[src/rtl/pipe_ctrl_pkg.sv]
// Shared constants for pipe_ctrl: stage-stall masks, exception codes,
// FSM state encoding and the redirect-vector helper.
package pipe_ctrl_pkg;

  localparam logic [5:0] STALL_NONE = 6'b000000;
  localparam logic [5:0] STALL_ID   = 6'b000111;
  localparam logic [5:0] STALL_EX   = 6'b001111;

  localparam logic [31:0] EXC_INT   = 32'h1;
  localparam logic [31:0] EXC_SYS   = 32'h8;
  localparam logic [31:0] EXC_BREAK = 32'h9;
  localparam logic [31:0] EXC_RI    = 32'ha;
  localparam logic [31:0] EXC_OV    = 32'hc;
  localparam logic [31:0] EXC_TRAP  = 32'hd;
  localparam logic [31:0] EXC_ERET  = 32'he;

  typedef enum logic [1:0] {
    ST_RUN       = 2'd0,
    ST_HOLD      = 2'd1,
    ST_FLUSH_REC = 2'd2
  } pc_state_e;

  // Unknown nonzero codes fall into the general exception vector.
  function automatic logic [31:0] exc_target(
    input logic [31:0] code,
    input logic [31:0] base,
    input logic [31:0] int_off,
    input logic [31:0] exc_off,
    input logic [31:0] epc
  );
    logic [31:0] t;
    case (code)
      EXC_INT:  t = base + int_off;
      EXC_ERET: t = epc;
      EXC_SYS, EXC_BREAK, EXC_RI, EXC_OV, EXC_TRAP: t = base + exc_off;
      default:  t = base + exc_off;
    endcase
    return t;
  endfunction

endpackage

[src/rtl/pipe_ctrl_watchdog.sv]
// Stall watchdog: saturating cycle counter with clear/enable and a sticky
// timeout flag that sets the edge after the count reaches TIMEOUT.
module pipe_ctrl_watchdog #(
  parameter int              WD_WIDTH = 16,
  parameter logic [WD_WIDTH-1:0] TIMEOUT = 16'd1024
) (
  input  logic clk,
  input  logic rst,
  input  logic i_clr,
  input  logic i_en,
  output logic o_timeout
);

  logic [WD_WIDTH-1:0] r_cnt;
  logic                r_timeout;

  always_ff @(posedge clk) begin
    if (rst || i_clr)
      r_cnt <= '0;
    else if (i_en && (r_cnt != {WD_WIDTH{1'b1}}))
      r_cnt <= r_cnt + 1'b1;
  end

  always_ff @(posedge clk) begin
    if (rst)
      r_timeout <= 1'b0;
    else if (r_cnt == TIMEOUT)
      r_timeout <= 1'b1;
  end

  assign o_timeout = r_timeout;

endmodule

[src/rtl/pipe_ctrl.sv]
// MIPS32 pipeline sequencing controller: stall vector, flush, redirect PC.
// Optional perf counters enabled by defining PIPE_CTRL_PERF_CNT_EN.
module pipe_ctrl
  import pipe_ctrl_pkg::*;
#(
  parameter logic [31:0] VEC_BASE      = 32'h0000_0000,
  parameter logic [31:0] INT_OFFSET    = 32'h20,
  parameter logic [31:0] EXC_OFFSET    = 32'h40,
  parameter int          WD_WIDTH      = 16,
  parameter logic [WD_WIDTH-1:0] STALL_TIMEOUT = 16'd1024
) (
  input  logic        clk,
  input  logic        rst,
  input  logic        stallreq_from_id,
  input  logic        stallreq_from_ex,
  input  logic [31:0] excepttype_i,
  input  logic [31:0] cp0_epc_i,
  output logic [5:0]  stall,
  output logic        flush,
  output logic [31:0] new_pc,
  output logic        stall_timeout_o,
  output logic [31:0] perf_stall_cycles_o,
  output logic [31:0] perf_flush_cnt_o
);

  pc_state_e   r_state, w_next;
  logic [5:0]  w_stall;
  logic        w_flush;
  logic [31:0] w_new_pc;
  logic        w_wd_timeout;

  always_ff @(posedge clk) begin
    if (rst) r_state <= ST_RUN;
    else     r_state <= w_next;
  end

  // FLUSH_REC masks every request: they belong to the squashed instructions.
  always_comb begin
    w_next   = ST_RUN;
    w_stall  = STALL_NONE;
    w_flush  = 1'b0;
    w_new_pc = 32'h0;
    if (!rst && r_state != ST_FLUSH_REC) begin
      if (excepttype_i != 32'h0) begin
        w_flush  = 1'b1;
        w_new_pc = exc_target(excepttype_i, VEC_BASE, INT_OFFSET, EXC_OFFSET, cp0_epc_i);
        w_next   = ST_FLUSH_REC;
      end else if (stallreq_from_ex) begin
        w_stall = STALL_EX;
        w_next  = ST_HOLD;
      end else if (stallreq_from_id) begin
        w_stall = STALL_ID;
        w_next  = ST_HOLD;
      end
    end
  end

  assign stall  = w_stall;
  assign flush  = w_flush;
  assign new_pc = w_new_pc;

  pipe_ctrl_watchdog #(
    .WD_WIDTH (WD_WIDTH),
    .TIMEOUT  (STALL_TIMEOUT)
  ) u_wd (
    .clk       (clk),
    .rst       (rst),
    .i_clr     (w_stall == STALL_NONE),
    .i_en      (w_stall != STALL_NONE),
    .o_timeout (w_wd_timeout)
  );

  assign stall_timeout_o = rst ? 1'b0 : w_wd_timeout;

`ifdef PIPE_CTRL_PERF_CNT_EN
  logic [31:0] r_perf_stall, r_perf_flush;

  always_ff @(posedge clk) begin
    if (rst) begin
      r_perf_stall <= 32'h0;
      r_perf_flush <= 32'h0;
    end else begin
      if (w_stall != STALL_NONE) r_perf_stall <= r_perf_stall + 32'h1;
      if (w_flush)               r_perf_flush <= r_perf_flush + 32'h1;
    end
  end

  assign perf_stall_cycles_o = rst ? 32'h0 : r_perf_stall;
  assign perf_flush_cnt_o    = rst ? 32'h0 : r_perf_flush;
`else
  assign perf_stall_cycles_o = 32'h0;
  assign perf_flush_cnt_o    = 32'h0;
`endif

endmodule

[config.mk]
export PLATFORM = sky130hd
export DESIGN_NAME = pipe_ctrl
export DESIGN_NICKNAME = d
export VERILOG_FILES = /design/src/rtl/pipe_ctrl_pkg.sv /design/src/rtl/pipe_ctrl_watchdog.sv /design/src/rtl/pipe_ctrl.sv
export SDC_FILE = /design/constraint.sdc
export NUM_CORES = 1
export LEC_CHECK = 0
export BUFFER_PORTS_ARGS = -buffer_cell sky130_fd_sc_hd__buf_2
export CAP_MARGIN = 20
export CORE_MARGIN = 2
export CORE_UTILIZATION = 37
export CTS_CLUSTER_DIAMETER = 200
export DETAILED_ROUTE_END_ITERATION = 8
export PLACE_DENSITY = 0.81
export SYNTH_ARGS = -nofsm -noshare
export SYNTH_HDL_FRONTEND = slang
export SYNTH_SLANG_ARGS = --single-unit
[constraint.sdc]
create_clock -name clk -period 3.3 [get_ports clk]
set_clock_uncertainty 0.2 [all_clocks]
set_input_delay 0.66 -clock clk [delete_from_list [all_inputs] [get_ports clk]]
set_output_delay 0.66 -clock clk [all_outputs]
set_load 0.02 [all_outputs]
# Word level (Yosys, flattened, before mapping)
# Cells that the tools add are included.
# word_totals
regBits	19
word_cells	33
# op_classes
mux	13
bitwise_logic	1
n_reduce_logical	9
n_eq_ne	5
addsub	1
# op_table
op	n
two-way mux 32 bit	2
one-hot mux 32 bit (2 select lines)	1
== test 32 x 1 -> 1 bit, second input constant	1
== test 32 x 4 -> 1 bit, second input constant	1
nonzero test 32 bit	1
adder 16 x 1 -> 16 bit, second input constant	1
== test 16 x 11 -> 1 bit, second input constant	1
!= test 16 bit, second input constant	1
two-way mux 4 bit	3
logical NOT 6 bit	1
nonzero test 6 bit	1
two-way mux 1 bit	5
two-way mux 3 bit	1
OR reduction 3 bit	1
logical AND 1 bit	2
two-way mux 2 bit	1
!= test 2 bit, second input constant	1
OR reduction 2 bit	1
logical NOT 1 bit	1
logical OR 1 bit	1
inverter 1 bit	1

# Depth between registers and ports, before layout
# logic_depth
word_depth	6
depth_mapped	7
mapped_depth_nobuf	5

# Hierarchy
# A second synthesis with hierarchy kept.
# hier_totals
hier_cells	286
hier_area_um2	2189.6
# by_module_without_submodules
mod	area_per_inst_um2	cells_per_inst	instances	seq_area_each_um2
pipe_ctrl	1260.0	178	1	40.0
pipe_ctrl_watchdog	929.6	108	1	340.3

# Worst setup path after synthesis
# No wires, ideal clock.
# synth_path
path_type	input-to-output
from	input excepttype_i[27]
to	output stall[1]
cell_stages	6
arrival_time_ns	2.245
path_buffers	2
path_slack_ns	0.195
path_cell_list	or4_1 nor4_4 o211ai_4 buf_6 inv_1 buf_4
# synth_between
elab_chain_cells	3
# synth_lines
item	line	rtl
from (decl)	pipe_ctrl.sv:16	input logic [31:0] excepttype_i,
nonzero test 32 bit	pipe_ctrl.sv:44	if (excepttype_i != 32'h0) begin
two-way mux 4 bit	pipe_ctrl.sv:44	
two-way mux 4 bit	pipe_ctrl.sv:43	if (!rst && r_state != ST_FLUSH_REC) begin
to (decl)	pipe_ctrl.sv:18	output logic [5:0] stall,
# No other way between the ends.

# Final worst setup path
# layout_path
from	input excepttype_i[6]
to	output new_pc[9]
# layout_between
elab_chain_cells	4
elab_cells_between_ends	6
classes_between	eq/ne (2); mux (3); reduce/logical (1)
# layout_lines
item	line	rtl
== test 32 x 4 -> 1 bit or == test 32 x 1 -> 1 bit (tied branches)	pipe_ctrl_pkg.sv:32	case (code)
one-hot mux 32 bit (2 select lines)	pipe_ctrl_pkg.sv:32	
two-way mux 32 bit (*)	pipe_ctrl.sv:44	
two-way mux 32 bit (*)	pipe_ctrl.sv:43	
to (decl)	pipe_ctrl.sv:20	output logic [31:0] new_pc,
# Mark *: on every way between the ends. The rest lies on a longest branch, timed or not.

==> results.py <==
metrics = {
    "critical_path": {
        "rr_startpoint": "u_wd.r_cnt[6]",
        "crit_arrival_ns": 2.20,
        "crit_fanout": 33,
        "reg2reg_to": "u_wd.r_cnt[1]",
        "endpoint_kind": "output pin",
        "cp.required_ns": 2.44,
        "r2r_slack_ns": 1.30,
        "rr_worst_depth": 5,
        "start_kind": "input port",
        "path_buf_inv": 3,
        "max_stage_delay_ns": 0.35,
        "crit_chain": "buf_2 > nor4_1 > nand4_1 > nor4_4 > buf_12 > and3_1 > buf_2",
        "crit_top_cell": "buf_2",
        "cp_slowest_cell": "nor4_4",
        "path_class": "input port to output pin",
        "path_delay_family": "simple AND/OR/NAND/NOR gates",
    },
    "run": {
        "drv_cap": 0,
    },
    "clocking": {
        "clk_pin_slew_ns": 0.07,
        "clock-sinks": 19,
        "cts-root-buf": "clkbuf_8",
        "cts_tree": "yes",
        "cts_buffer_depth": 2,
        "ctsHoldBuffers": 0,
        "cts_inserted_buffers": 3,
        "insertion_delay_ns": 0.26,
        "cts_setup_buffers": 0,
        "htreeDepth": 1,
        "cts_resized": 0,
    },
    "layout": {
        "fin_util_pct": 46.6,
        "final_common_cell": "buf_2",
        "nets": 409,
        "area_growth_syn_to_layout_pct": 21.1,
        "num_antenna_cells": 0,
        "final_cell_mix": "buf_2 (105), conb_1 (66), and3_1 (32), dfxtp_1 (19), nor2_1 (18)",
        "drive_gt1_share_pct": 34.9,
    },
    "die": {
        "pin_count": 172,
        "start_util_pct": 38.5,
        "die_height_um": 74.3,
        "fp.dieW_um": 74.3,
        "dieArea_mm2": 0.00553,
        "core_mm2": 0.00475,
        "rows": 25,
    },
    "grt": {
        "antenna_found_initial": 0,
        "grt_pass1_vias": 1612,
        "grt_overflow": 0,
        "grtUsageTotal_pct": 16.9,
        "grt_pass1_wl_mm": 7.25,
        "grt_max_degree": 34,
    },
    "sta": {
        "maxSlewViolCount": 0,
        "fin_tns_setup_ns": 0,
        "finalWorstSetupSlack_ns": 0.236,
        "slew_headroom_pct": 65.9,
        "tightest_slew_ns": 0.507,
        "min_period_over_period_pct": 92.8,
        "setup_viol": 0,
        "hold_violations": 0,
        "max_freq_ghz": 0.326,
        "rsz0062_at_grt": "false",
        "min_period_ns": 3.06,
        "whs_ns": 0.343,
    },
    "yosys": {
        "ys_warn_count": 0,
        "yosys_register_bits": 19,
        "async_flop_share_pct": 0,
        "ys_seq_area_share_pct": 20.8,
        "syn_area_mm2": 0.00183,
        "synth_edf_count": 0,
        "netlist_instances": 238,
        "synth.avg_cell_area_um2": 7.69,
        "ys.flop_type": "dfxtp_1",
        "synthDistinctLibCells": 40,
    },
    "drt": {
        "via_per_inst": 4.54,
        "routed-wl-met2_mm": 2.57,
        "dr.pass1.iters": 4,
        "wl_met3_um": 388,
        "top_layer": "met4",
        "wl_per_cell_um": 11.9,
        "first_iter_violations": 185,
        "drc": 0,
        "wl_met1_mm": 1.78,
        "ant_nets": 0,
        "vias": 1838,
        "wirelength_mm": 4.83,
    },
    "placement": {
        "dp_hpwl_mm": 3.98,
        "io_buffers": 105,
        "finalWeightedCongestion": 0.879,
        "dpl_worst_slack_ns": 0.242,
    },
    "power": {
        "p_int_mw": 0.349,
        "power.density_mw_per_mm2": 234,
        "peakVddDrop_uv": 109,
        "seqPwrFrac_pct": 44.4,
        "clock_power_share_pct": 31.8,
        "p_sw_share_pct": 32.6,
        "power.switching_mw": 0.169,
        "leakagePower_nw": 1.28,
        "comb_power_share_pct": 23.8,
    },
    "worst_hold_path": {
        "worstHoldPathType": "flop to flop",
        "hold_depth": 2,
        "min_to": "u_wd.r_cnt[14]",
        "hold_start": "u_wd.r_cnt[14]",
    },
    "run_status": {
        "status": "finished, final reports clean",
    },
}
-- layout make-up --
type | count | area, um^2
multi-input combinational | 199 | 1110
timing repair buffer | 109 | 568
inverter | 7 | 26.3
fill | 472 | 2540
sequential | 19 | 380
tap | 67 | 83.8
clock buffer | 4 | 45.0
-- logic make-up after synthesis --
family | share of synthesized area (%)
muxes | 1.64
and+or+nand+nor | 33.2
buffers and inverters | 31.8
xor gates and xnor gates | 2.87
DFF | 20.8
other | 0.205
adders and majority gates | 1.37
AOI/OAI and AO/OA | 8.13
-- worst max path at each step --
stage | cells past startpoint | to | start | slack (ns)
6_report | 7 | new_pc[9] | excepttype_i[6] | 0.24
2_1_floorplan | 6 | stall[1] | excepttype_i[27] | 0.20
3_5_place_dp | 7 | new_pc[9] | excepttype_i[5] | 0.24
4_1_cts | 7 | new_pc[9] | excepttype_i[5] | 0.24
5_1_grt | 8 | stall[0] | excepttype_i[6] | 0.12
3_3_place_gp | 7 | new_pc[9] | excepttype_i[5] | 0.22
-- worst register-to-register path, delay by kind of cell, from the launching register on --
kind | cells | cell delay [ns]
flip-flops | 1 | 0.45
multiplexers | 1 | 0.22
AND/OR/NAND/NOR | 4 | 1.03
-- cells in the mapped netlist (2+ instances only) --
library cell | count | area, um^2
nor2b_1 | 3 | 18.8
and2_1 | 3 | 18.8
nand3_1 | 5 | 25.0
nand4_1 | 8 | 50.1
mux2i_1 | 3 | 30.0
nor2_1 | 18 | 67.6
dfxtp_1 | 19 | 380
and3_1 | 32 | 200
nor4_1 | 9 | 56.3
inv_1 | 7 | 26.3
nor4b_1 | 2 | 17.5
and3_2 | 2 | 15.0
and4_1 | 3 | 26.3
a21oi_1 | 4 | 20.0
nor3_1 | 7 | 35.0
o21ai_0 | 2 | 10.0
buf_4 | 68 | 510
clkbuf_1 | 9 | 33.8
o211ai_1 | 2 | 15.0
xor2_1 | 5 | 43.8
ha_1 | 2 | 25.0
nand2_1 | 7 | 26.3
-- metal layers --
| layer | up-vias | global-route usage, % |
|---|---|---|
| li1 | 899 | - |
| met1 | 809 | 18.7 |
| met2 | 120 | 32.3 |
| met3 | 10 | 2.71 |
| met4 | 0 | 5.95 |
| met5 | - | 0 |
-- power by group through the flow --
stage / sequential (mW) / clock (mW) / combinational, mW
6_report: 0.230 / 0.165 / 0.123
5_1_grt: 0.230 / 0.178 / 0.135
4_1_cts: 0.230 / 0.166 / 0.122
3_5_place_dp: 0.235 / 0 / 0.122
3_3_place_gp: 0.235 / 0 / 0.121
2_1_floorplan: 0.235 / 0 / 0.136
-- flip-flops by register name, summed over array words and instances, names as in the netlist --
signal,flops
r_state,2
u_wd.r_cnt,16
u_wd.o_timeout,1
-- through the flow --
stage,cells,total power [mW],area [um^2]
2_1_floorplan,303,0.371,2070
3_3_place_gp,401,0.356,2170
3_5_place_dp,401,0.357,2170
4_1_cts,405,0.518,2220
5_1_grt,405,0.543,2220
6_report,405,0.518,2220
Power figures use the tool's default switching activity.
